### src/rtl/prog_expander.sv
// prog_expander: 4-bit I/O expander driven by a strobed nibble bus.
// A bus cycle is: prog_n falls with a command nibble on p2 ({op,addr}),
// p2 carries data (writes) or is driven by us (reads), prog_n rises.
// Ports:
//   clk, rst_n      clock, async active-low reset
//   prog_n, p2_in   bus strobe and nibble input (asynchronous, synchronized here)
//   p2_out, p2_oe   read data and drive enable back onto the bus
//   port_in         pin sense, 4 bits per port
//   port_out        port output latches, 4 bits per port
//   port_oe         per-port drive enable (0 = input mode)
//   wr_stb          one-cycle pulse on the port being updated
//   err, err_clr    sticky short-strobe error and its clear
module prog_expander #(
    parameter int NUM_PORTS    = 4,
    parameter int ADDR_W       = 2,
    parameter int SYNC_STAGES  = 2,
    parameter int MIN_PROG_CYC = 3
) (
    input  logic                   clk,
    input  logic                   rst_n,
    input  logic                   prog_n,
    input  logic [3:0]             p2_in,
    output logic [3:0]             p2_out,
    output logic                   p2_oe,
    input  logic [4*NUM_PORTS-1:0] port_in,
    output logic [4*NUM_PORTS-1:0] port_out,
    output logic [NUM_PORTS-1:0]   port_oe,
    output logic [NUM_PORTS-1:0]   wr_stb,
    output logic                   err,
    input  logic                   err_clr
);

    localparam int CNT_W = $clog2(MIN_PROG_CYC + 1);
    localparam logic [1:0] OP_RD = 2'd0, OP_WR = 2'd1, OP_OR = 2'd2, OP_AND = 2'd3;

    typedef enum logic [2:0] {IDLE, CMD, RD_DRIVE, WR_WAIT, APPLY} state_t;

    state_t state, nxt;

    logic [SYNC_STAGES-1:0]      prog_sync;
    logic [SYNC_STAGES-1:0][3:0] p2_sync;
    logic [SYNC_STAGES-1:0]      sync_vld;
    logic                        prog_s, prog_d, armed;
    logic [3:0]                  p2_s;
    logic                        fall, rise, short_lo;
    logic [CNT_W-1:0]            lo_cnt;
    logic [1:0]                  op_q;
    logic [ADDR_W-1:0]           addr_q;
    logic                        addr_ok;
    logic                        rd_go, apply_go, set_err;

    assign prog_s = prog_sync[SYNC_STAGES-1];
    assign p2_s   = p2_sync[SYNC_STAGES-1];

    // Edge detection is held off until the synchronizer has flushed and a
    // genuine high level has been seen, so a strobe already low when reset
    // releases is not mistaken for the start of a bus cycle.
    assign fall     = armed & prog_d & ~prog_s;
    assign rise     = prog_s & ~prog_d;
    assign short_lo = int'(lo_cnt) < MIN_PROG_CYC;
    assign addr_ok  = int'(addr_q) < NUM_PORTS;

    always_ff @(posedge clk or negedge rst_n) begin
        if (!rst_n) begin
            prog_sync <= '1;
            p2_sync   <= '1;
            sync_vld  <= '0;
            prog_d    <= 1'b1;
            armed     <= 1'b0;
            lo_cnt    <= '0;
        end else begin
            prog_sync <= {prog_sync[SYNC_STAGES-2:0], prog_n};
            p2_sync   <= {p2_sync[SYNC_STAGES-2:0], p2_in};
            sync_vld  <= {sync_vld[SYNC_STAGES-2:0], 1'b1};
            prog_d    <= prog_s;
            armed     <= armed | (sync_vld[SYNC_STAGES-1] & prog_s);
            // Saturating low-time counter; at the rising-edge cycle it holds
            // the number of cycles the strobe was seen low.
            if (!prog_s) begin
                if (short_lo) lo_cnt <= lo_cnt + CNT_W'(1);
            end else begin
                lo_cnt <= '0;
            end
        end
    end

    always_ff @(posedge clk or negedge rst_n) begin
        if (!rst_n) state <= IDLE;
        else        state <= nxt;
    end

    always_comb begin
        nxt      = state;
        rd_go    = 1'b0;
        apply_go = 1'b0;
        set_err  = 1'b0;
        case (state)
            IDLE: if (fall) nxt = CMD;
            CMD: begin
                // A strobe only one cycle long ends here; otherwise branch.
                if (rise) begin
                    nxt = IDLE;
                    if (short_lo) set_err = 1'b1;
                    else if (op_q != OP_RD) begin
                        apply_go = 1'b1;
                        nxt      = APPLY;
                    end
                end else if (op_q == OP_RD) begin
                    rd_go = 1'b1;
                    nxt   = RD_DRIVE;
                end else begin
                    nxt = WR_WAIT;
                end
            end
            RD_DRIVE: if (rise) begin
                nxt     = IDLE;
                set_err = short_lo;
            end
            WR_WAIT: if (rise) begin
                if (short_lo) begin
                    set_err = 1'b1;
                    nxt     = IDLE;
                end else begin
                    apply_go = 1'b1;
                    nxt      = APPLY;
                end
            end
            APPLY:   nxt = IDLE;
            default: nxt = IDLE;
        endcase
    end

    // Drop the bus drive in the very cycle the rising edge is seen.
    assign p2_oe = (state == RD_DRIVE) && addr_ok && !rise;

    // Port updates are registered on the transition into APPLY so the new
    // latch value and wr_stb are both visible during APPLY.
    always_ff @(posedge clk or negedge rst_n) begin
        if (!rst_n) begin
            op_q     <= OP_RD;
            addr_q   <= '0;
            p2_out   <= '0;
            port_out <= '1;
            port_oe  <= '0;
            wr_stb   <= '0;
            err      <= 1'b0;
        end else begin
            wr_stb <= '0;
            p2_out <= '0;
            err    <= (err & ~err_clr) | set_err;
            if (state == IDLE && fall) begin
                op_q   <= p2_s[3:2];
                addr_q <= ADDR_W'(p2_s[1:0]);
            end
            for (int i = 0; i < NUM_PORTS; i++) begin
                if (addr_ok && int'(addr_q) == i) begin
                    if (nxt == RD_DRIVE) p2_out <= port_in[4*i +: 4];
                    if (rd_go) port_oe[i] <= 1'b0;
                    if (apply_go) begin
                        case (op_q)
                            OP_OR:   port_out[4*i +: 4] <= port_out[4*i +: 4] | p2_s;
                            OP_AND:  port_out[4*i +: 4] <= port_out[4*i +: 4] & p2_s;
                            default: port_out[4*i +: 4] <= p2_s;
                        endcase
                        port_oe[i] <= 1'b1;
                        wr_stb[i]  <= 1'b1;
                    end
                end
            end
        end
    end

endmodule

### config.mk
export PLATFORM = sky130hd
export DESIGN_NAME = prog_expander
export DESIGN_NICKNAME = d
export VERILOG_FILES = /design/src/rtl/prog_expander.sv
export SDC_FILE = /design/constraint.sdc
export NUM_CORES = 1
export LEC_CHECK = 0
export CORE_MARGIN = 5
export CORE_UTILIZATION = 52
export CTS_BUF_LIST = sky130_fd_sc_hd__clkbuf_8
export DETAILED_ROUTE_END_ITERATION = 10
export PLACE_DENSITY = 0.88
export SYNTH_ARGS = -nofsm -noshare
export SYNTH_HDL_FRONTEND = slang
export SYNTH_SLANG_ARGS = --single-unit
### constraint.sdc
create_clock -name clk -period 2.04 [get_ports clk]
set_input_delay 0.204 -clock clk [delete_from_list [all_inputs] [get_ports clk]]
set_output_delay 0.204 -clock clk [all_outputs]
set_load 0.01 [all_outputs]
==> impl_results.md <==
* Fin crit share at about 93%
* CP startpoint: prog_sync[1]
* Fill count at roughly 350
* Lkg Pwr at approximately 0.0014 uW
* Reg-to-reg startpoint: prog_sync[1]
* Worst skew pair latency at between 300 and 400 ps
* Initial Util at a little over half
* Min Tclk post-route at around 1900 ps
* Core Footprint at 4629 um2
* #FFs+latches synth at between 50 and 60
* Synthesized Nets at around 240
* Largest net degree at the start of global routing at 28
* Number of synthesized flops with an enable pin at 0
* Max-slew violations at 0
* # rows at 25
* 1st-pass router iterations at 4
* Drt total wl at about 5600 um
* Area grow syn2layout at 27.93%
* Sequential fraction of the synthesis area at between 50% and 60%
* WHS at around 290 ps
* Met1 Wirelength at ~2300 um
* FF-to-FF path depth at 3
* Reg clk slew, reported paths at around 80 ps
* Chip Height at between 70 and 80 um
* Detailed placer's ending HPWL at ~4000 um
* Req. time, crit path at between 1500 and 2000 ps
* DR vias/cell at ~6.0
* Drc violations at 0
* IO Pins at 54
* Fraction of layout cells with a size suffix above 1 at between 20% and 30%
* Post-Place Cells at roughly 320
* Critical path arrival at 1690 ps
* Grt total ovfl at 0
* Hold WC Path Type: input port to register
* Main flop type after synthesis: dfstp_2
* Routed Antenna Nets at 0
* P per Cell Area at 898.8 nW/um2
* Worst Setup EP: p2_oe
* Fin. Hold Viols at 0
* Asr flop ratio synth at between 90% and 100%
* Placed inst area at between 3000 and 4000 um2
* Max-slew headroom at 59.22%
* Post-CTS setup buffers at 0
* Initial DRC count at 169
* Max-cap violation count at 0
* Fin cells at 325
* R2r endpoint: port_out[9]
* Cell area after synthesis at ~2400 um2
* Final setup viols at 0
* Yosys cell types at 34
* Syn Inst Count at 218
* Setup_tns at 0 ps
* RSZ-0062 raised after global routing: false
* Worst-case clock buffer depth at 2
* Cell area after layout at 3129 um2
* YS warnings at 0
* CP Capture Type: output pin
* Worst Setup Start Kind: register
* Critical path class: register to output pin
* Number of CTS-inserted buffers at 5
* Maximum clock frequency at between 500 and 600 MHz
* Clock root buffer: clkbuf_8
* Fin Clk Skew at approximately 6.6 ps
* Met3 WL at ~340 um
* Vias after detailed routing at 1963
* CTS tree: done
* Initial antenna violation count at 0
* Worst vdd ir at 0.5732 mV
* First-pass GRT wire length at 9439 um
* Setup slack, reg-to-reg at about 300 ps
* Gpl congestion at between 0.8 and 0.9
* Mapped Avg Cell Area at between 10 and 15 um2
* Met2 wire len at around 2900 um
* Vias in the first global route at between 1500 and 2000
* I/O Buffers at between 50 and 60
* N_diodes at 0
* Max Used Layer: met4
* Wire per inst at approximately 17 um
* Max FO, Critical Path at 7
* Die footprint at 6176 um2
* Net count, final at 295
* Worst-Margin Slew at approximately 610 ps
* GRT Resource Usage Total at roughly a fifth
* Clk sinks at 52
* CTS H-tree lvls at 2
* Status: finished, final reports clean
* Die width at about 79 um
-- cells in the mapped netlist, types with 2 or more instances --
library cell | count | share of area, %
dfrtp_1 | 25 | 26
mux4_2 | 4 | 3.7
o2111ai_1 | 16 | 5.7
and4b_1 | 2 | 0.82
o41ai_1 | 4 | 1.4
clkbuf_1 | 6 | 0.92
nor2b_1 | 12 | 3.1
buf_2 | 11 | 2.3
nand2_1 | 3 | 0.46
mux2_2 | 4 | 1.8
o21ai_0 | 17 | 3.5
nand4_1 | 32 | 8.2
nand2b_1 | 7 | 1.8
and3_1 | 4 | 1.0
and4_1 | 2 | 0.72
or2_2 | 2 | 0.51
nor2_1 | 6 | 0.92
inv_1 | 17 | 2.6
dfstp_2 | 27 | 29
and2b_1 | 2 | 0.61
nor4bb_1 | 2 | 0.82
-- worst min path at each step --
stage               startpoint          to  depth (start not counted)
floorplan                rst_n   addr_q[0]                          0
global route          p2_in[2]  p2_sync[2]                          1
finish                p2_in[2]  p2_sync[2]                          1
global placement         rst_n   wr_stb[2]                          1
CTS                   p2_in[2]  p2_sync[2]                          1
detailed placement       rst_n   wr_stb[0]                          1
-- per-layer routing --
metal	vias up	GRT usage, %
li1	911	-
met1	979	23.67
met2	66	33.02
met3	7	4.817
met4	0	9.790
met5	-	0
-- worst max-delay path, cell delays in order (launching register included) --
cell,delay (ps)
dfstp_2,590
nor2b_2,300
or2_2,180
nor2_1,40
dlygate4sd2_1,280
-- power breakdown --
group | leakage [uW] | internal (uW) | switching [uW]
Sequential | 0.000606 | 1180 | 200
Combinational | 0.000713 | 464 | 429
Clock | 0.0000482 | 229 | 315
-- cell usage in the layout (no fill, tap or decap), drive strengths merged, types with 6 or more instances in the layout --
master / instances
buf: 12
clkdlybuf4s50: 51
dfrtp: 25
dfstp: 27
inv: 19
nand2b: 7
nand4: 32
nor2: 6
nor2b: 12
o2111ai: 16
o21ai: 17
-- per-stage QoR --
stage	setup WS [ps]	total power, uW	utilization [%]
detailed placement	153.6	2282	65.62
global route	61.23	2979	67.59
floorplan	447.9	1928	-
finish	145.8	2813	67.59
global placement	229.5	2243	65.62
CTS	136.6	2829	67.59
-- timing repair --
action,CTS,global route
resized for setup,2,0
hold buffers,1,0
setup endpoints to repair,1,0
hold endpoints to repair,7,0
-- layout make-up --
| class | count | area, um2 | area share, % |
|---|---|---|---|
| well taps | 54 | 67.56 | 2.159 |
| multi-input cells | 129 | 953.4 | 30.47 |
| clock inverters | 3 | 11.26 | 0.3599 |
| inverters | 17 | 63.81 | 2.039 |
| repair buffers | 65 | 629.4 | 20.11 |
| flip-flops and latches | 52 | 1335 | 42.66 |
| clock buffers | 5 | 68.82 | 2.199 |
-- kinds of logic (layout without fill, tap and decap cells) --
logic type               after synthesis  in the layout  synth area share [%]
flip-flops                            52             52                 54.58
XOR/XNOR                               1              1                0.3581
adder cells (fa/ha/maj)                1              1                0.5114
AO/OA/AOI/OAI                         40             40                 11.66
AND/OR/NAND/NOR                       77             77                 20.05
multiplexers                           9              9                 5.934
buffers and inverters                 37             90                 6.752
other                                  1              1                0.1533
-- sequential cells by signal, summed over array words and instances (netlist names) --
name and count:
addr_q 2, armed 1, err 1, lo_cnt 2, op_q 2, p2_out 4
p2_s 4, p2_sync 4, port_oe 4, port_out 16, prog_d 1, prog_sync 2
state 3, sync_vld 2, wr_stb 4
No activity file was read; power rests on OpenSTA's default activity.
